### config.mk
export PLATFORM = sky130hd
export DESIGN_NAME = sram_controller_flat
export DESIGN_NICKNAME = d
export VERILOG_FILES = /design/src/rtl/sram_controller_if.sv /design/src/rtl/sram_controller.sv /design/src/flat_wrapper.sv
export SDC_FILE = /design/constraint.sdc
export NUM_CORES = 1
export LEC_CHECK = 0
export CORE_MARGIN = 8
export CORE_UTILIZATION = 50
export CTS_BUF_LIST = sky130_fd_sc_hd__clkbuf_2
export DETAILED_ROUTE_END_ITERATION = 6
export HOLD_SLACK_MARGIN = 0.02
export PLACE_DENSITY = 0.87
export SLEW_MARGIN = 20
export SYNTH_ARGS = -nofsm -noshare
export SYNTH_HDL_FRONTEND = slang
export SYNTH_SLANG_ARGS = --single-unit
### constraint.sdc
create_clock -name clk -period 2.8 [get_ports clk]
set_input_delay 0.42 -clock clk [delete_from_list [all_inputs] [get_ports clk]]
set_output_delay 0.42 -clock clk [all_outputs]
set_load 0.05 [all_outputs]
### src/rtl/sram_controller_if.sv
// rtl/sram_controller_if.sv - MEM-stage data-memory request bus between pipeline and SRAM controller
interface sram_controller_if;
    logic        mem_r_en;
    logic        mem_w_en;
    logic [31:0] address;
    logic [31:0] write_data;
    logic [31:0] read_data;
    logic        ready;

    modport master (
        output mem_r_en, mem_w_en, address, write_data,
        input  read_data, ready
    );

    modport slave (
        input  mem_r_en, mem_w_en, address, write_data,
        output read_data, ready
    );
endinterface

### src/rtl/sram_controller.sv
// rtl/sram_controller.sv - 32-bit load/store responder over a 16-bit SRAM with programmable wait states
module sram_controller #(
    parameter int WAIT_CYCLES = 2,
    parameter int ADDR_OFFSET = 1024
) (
    input  logic                clk,
    input  logic                rst,
    sram_controller_if.slave    mem,
    output logic [17:0]         sram_addr,
    output logic [15:0]         sram_dq_out,
    input  logic [15:0]         sram_dq_in,
    output logic                sram_dq_oe,
    output logic                sram_we_n
);

    typedef enum logic [1:0] {IDLE, LO, HI, DONE} state_t;

    state_t      state;
    logic [3:0]  cnt;
    logic [16:0] idx_lat;
    logic [15:0] wdata_hi;
    logic        op_write;
    logic [31:0] read_data_q;

    logic        req;
    logic        last;
    logic [31:0] addr_diff;
    logic [16:0] idx_in;
    logic        unused_addr_bits;

    assign req       = mem.mem_r_en | mem.mem_w_en;
    assign last      = (cnt == 4'(WAIT_CYCLES - 1));
    // Word index wraps modulo 2^17 for addresses below the SRAM window.
    assign addr_diff = mem.address - 32'(ADDR_OFFSET);
    assign idx_in    = addr_diff[18:2];
    assign unused_addr_bits = ^{addr_diff[31:19], addr_diff[1:0]};

    assign mem.ready     = ~(req & (state != DONE));
    assign mem.read_data = read_data_q;

    // Pin outputs are loaded on the edge that enters each state so they are
    // stable for the whole LO/HI window.
    always_ff @(posedge clk) begin
        if (!rst) begin
            state       <= IDLE;
            cnt         <= 4'd0;
            idx_lat     <= 17'd0;
            wdata_hi    <= 16'd0;
            op_write    <= 1'b0;
            read_data_q <= 32'd0;
            sram_addr   <= 18'd0;
            sram_dq_out <= 16'd0;
            sram_dq_oe  <= 1'b0;
            sram_we_n   <= 1'b1;
        end else begin
            case (state)
                IDLE: begin
                    if (req) begin
                        idx_lat     <= idx_in;
                        wdata_hi    <= mem.write_data[31:16];
                        op_write    <= mem.mem_w_en;
                        cnt         <= 4'd0;
                        state       <= LO;
                        sram_addr   <= {idx_in, 1'b0};
                        sram_dq_out <= mem.mem_w_en ? mem.write_data[15:0] : 16'd0;
                        sram_dq_oe  <= mem.mem_w_en;
                        sram_we_n   <= ~mem.mem_w_en;
                    end
                end
                LO: begin
                    if (last) begin
                        cnt         <= 4'd0;
                        state       <= HI;
                        sram_addr   <= {idx_lat, 1'b1};
                        sram_dq_out <= op_write ? wdata_hi : 16'd0;
                        if (!op_write) read_data_q[15:0] <= sram_dq_in;
                    end else begin
                        cnt <= cnt + 4'd1;
                    end
                end
                HI: begin
                    if (last) begin
                        cnt         <= 4'd0;
                        state       <= DONE;
                        sram_addr   <= 18'd0;
                        sram_dq_out <= 16'd0;
                        sram_dq_oe  <= 1'b0;
                        sram_we_n   <= 1'b1;
                        if (!op_write) read_data_q[31:16] <= sram_dq_in;
                    end else begin
                        cnt <= cnt + 4'd1;
                    end
                end
                default: begin
                    state <= IDLE;
                end
            endcase
        end
    end

endmodule

### src/flat_wrapper.sv
// flat-port wrapper written by rule: the top's interface ports become plain ports
module sram_controller_flat 
#(
    parameter int WAIT_CYCLES = 2,
    parameter int ADDR_OFFSET = 1024
)
  (clk, rst, sram_addr, sram_dq_out, sram_dq_in, sram_dq_oe, sram_we_n, mem_mem_r_en, mem_mem_w_en, mem_address, mem_write_data, mem_read_data, mem_ready);
  sram_controller_if mem_i ();
  input  logic clk;
  input  logic rst;
  output logic [17:0] sram_addr;
  output logic [15:0] sram_dq_out;
  input  logic [15:0] sram_dq_in;
  output logic sram_dq_oe;
  output logic sram_we_n;
  input wire logic [$bits(mem_i.mem_r_en)-1:0] mem_mem_r_en;
  input wire logic [$bits(mem_i.mem_w_en)-1:0] mem_mem_w_en;
  input wire logic [$bits(mem_i.address)-1:0] mem_address;
  input wire logic [$bits(mem_i.write_data)-1:0] mem_write_data;
  output wire logic [$bits(mem_i.read_data)-1:0] mem_read_data;
  output wire logic [$bits(mem_i.ready)-1:0] mem_ready;
  assign mem_i.mem_r_en = mem_mem_r_en;
  assign mem_i.mem_w_en = mem_mem_w_en;
  assign mem_i.address = mem_address;
  assign mem_i.write_data = mem_write_data;
  assign mem_read_data = mem_i.read_data;
  assign mem_ready = mem_i.ready;
  sram_controller #(.WAIT_CYCLES(WAIT_CYCLES), .ADDR_OFFSET(ADDR_OFFSET)) u_core (.clk(clk), .rst(rst), .mem(mem_i), .sram_addr(sram_addr), .sram_dq_out(sram_dq_out), .sram_dq_in(sram_dq_in), .sram_dq_oe(sram_dq_oe), .sram_we_n(sram_we_n));
endmodule
==> qor.yml <==
outcome: "completed"
h-tree-depth: 3
netlist_instances: 540
finalHoldViolCount: 0
arrival_ns: 2.86
drive_gt1_share_pct: 6.05
cts.path.max_buffers: 2
synth_edf_count: 0
core_mm2: 0.00868
final_cell_area_mm2: 0.00606
dr.first_iter.drc_count: 178
clock.fmax_mhz: 419
synth-main-ff-cell: "dfxtp_1"
synthesis.area_mm2: 0.00446
postCtsResizedCells: 0
endpoint_kind: "flip-flop"
period_needed_ns: 2.39
tritoncts: "built"
dp_slack_ns: 0.478
avgSynthCellArea_um2: 8.26
final-setup-viol-count: 0
gr-usage-met3_pct: 7.58
io_pins: 153
yosysSeqAreaShare_pct: 48.5
clkSinkCount: 108
grt_antenna_before_repair: 0
slowest_delay_ns: 0.67
synth_top_area_share_pct: 48.5
ctsHoldBuffers: 0
worstMarginPinSlew_ns: 0.729
hpwl_um: 9010
fin_nets: 750
post-route-period-util_pct: 85.3
hp-class: "primary input to flip-flop"
synthArstFlopShare_pct: 0
peakVddDrop_mv: 0.599
insertion_delay_ns: 0.56
setup_tns_ns: 0
grt_start_max_net_pins: 69
overflow: 0
die_h_um: 110
grt_use_met2_pct: 33.0
grt_usage_pct: 20.1
crit_chain: "inv_1 > ha_1 > and2_1 > a21oi_1 > a211oi_1"
top_usage_layer: "met2"
final_util_pct: 69.8
slew_violations: 0
rsz0062_at_grt: "false"
hold_slack_ns: 0.380
vias: 4217
wirelength_um: 12600
insertedDiodeCount: 0
placed_cell_area_mm2: 0.00591
postCtsSetupBuffers: 0
fp-row-count: 34
ant_nets: 0
initial_core_util_pct: 51.4
setup.worst_path.start_class: "flip-flop"
grt_pass1_wl_um: 20700
cts_made_buffers: 9
cp_max_fo: 17
drt-wirelength-per-cell_um: 16.4
yosysUniqueCellTypes: 42
finalClockSkew_ns: 0.0323
syn_to_final_growth_pct: 35.8
die_x_um: 110
cts-root-buf: "clkbuf_2"
p_per_area_mw_per_mm2: 1000
place_congestion: 0.866
leakage_uw: 0.00218
critical_path_class: "flip-flop to flip-flop"
crit_required_ns: 3.27
port_buffers: 137
finalWorstSetupSlack_ns: 0.411
crit_slowest_cell: "and2_1"
first_global_vias: 4221
ys_ff_latch: 108
die_area_mm2: 0.0122
maxCapViolCount: 0
syn-num-nets: 632
drc: 0
global_route.usage.met1_pct: 23.6
viasPerCell: 5.48
slew-limit-headroom_pct: 51.4
yosysWarnings: 0
clk_pin_slew_ns: 0.28
yosys.area.top_type: "dfxtp_1"
firstDrtPassIters: 4
synth_area_leaders: "dfxtp_1, nand2_1, a21oi_1"
power breakdown:
| part | leakage (uW) | total (uW) | internal [uW] | switching (uW) |
|---|---|---|---|---|
| clock | 0.0000838 | 854 | 373 | 482 |
| combinational | 0.00121 | 3110 | 1100 | 2010 |
| sequential | 0.000886 | 2100 | 1900 | 198 |
synth_stat cells (all sizes together), types with 5 or more instances:
| master | n |
|---|---|
| buf | 11 |
| a31oi | 5 |
| a22oi | 17 |
| dfxtp | 108 |
| a211oi | 33 |
| nor2 | 44 |
| nor2b | 15 |
| nand2 | 129 |
| clkbuf | 28 |
| a21oi | 78 |
| inv | 7 |
| mux2i | 6 |
| xnor2 | 6 |
| o21ai | 13 |
| ha | 8 |
sequential cells by signal, summed over array words and instances (netlist names):
signal / flops
u_core.cnt: 4
u_core.idx_lat: 17
u_core.mem.read_data: 32
u_core.op_write: 1
u_core.sram_addr: 18
u_core.sram_dq_oe: 1
u_core.sram_dq_out: 16
u_core.sram_we_n: 1
u_core.state: 2
u_core.wdata_hi: 16
kinds of logic after synthesis:
| kind of cell | after synthesis | synth area share, % |
|---|---|---|
| adder cells (fa/ha/maj) | 8 | 2.24 |
| AO/OA/AOI/OAI | 154 | 21.5 |
| multiplexers | 7 | 1.60 |
| XOR/XNOR | 7 | 1.37 |
| buffers and inverters | 46 | 4.23 |
| flip-flops | 108 | 48.5 |
| AND/OR/NAND/NOR | 210 | 20.6 |
through the flow:
step	total power, uW	instances
CTS	6080	769
global placement	5090	755
global route	6450	769
floorplan	4300	540
finish	6060	769
detailed placement	5230	755
critical path, delay by kind of cell (launching register included):
kind / cells / cell delay, ns
adder cells (fa/ha/maj): 1 / 0.51
AO/OA/AOI/OAI: 2 / 0.50
buffers and inverters: 1 / 0.11
AND/OR/NAND/NOR: 1 / 0.67
flip-flops: 1 / 0.49
layer usage:
layer / up-vias / routed length, um
met1: 1965 / 5240
met3: 16 / 1090
li1: 2076 / -
met5: - / 0
met2: 160 / 6050
met4: 0 / 199
path summary, 6_finish.rpt:
path | start | end | slack, ns | cells past startpoint
hold reg to reg | u_core.wdata_hi[8]$_SDFFE_PN0P_ | u_core.wdata_hi[8]$_SDFFE_PN0P_ | 0.47 | 2
setup reg to reg | u_core.state[0]$_SDFFE_PN0P_ | u_core.sram_addr[9]$_SDFFE_PN0P_ | 0.41 | 5
setup / recovery | u_core.state[0]$_SDFFE_PN0P_ | u_core.sram_addr[9]$_SDFFE_PN0P_ | 0.41 | 5
hold / removal | mem_write_data[23] | u_core.wdata_hi[7]$_SDFFE_PN0P_ | 0.38 | 3
cell type report:
cell class	count	area (um2)
Inverter	7	26.3
Clock inverter	5	103
Timing Repair Buffer	146	1470
Clock buffer	9	45.0
Fill cell	713	2620
Multi-Input combinational cell	386	2110
Tap cell	108	135
Sequential cell	108	2160
cell usage in the layout, fill, tap and decap left out, types with 7 or more instances in the layout:
cell type,synthesis,final
nor2_1,44,44
nor2b_1,15,15
o21ai_0,12,12
a21oi_1,78,78
nand2_1,129,129
clkbuf_2,0,9
a211oi_1,27,27
clkdlybuf4s50_1,0,136
buf_4,2,7
a22oi_1,17,17
ha_1,8,8
dfxtp_1,108,108
(Power assumes the default switching activity.)
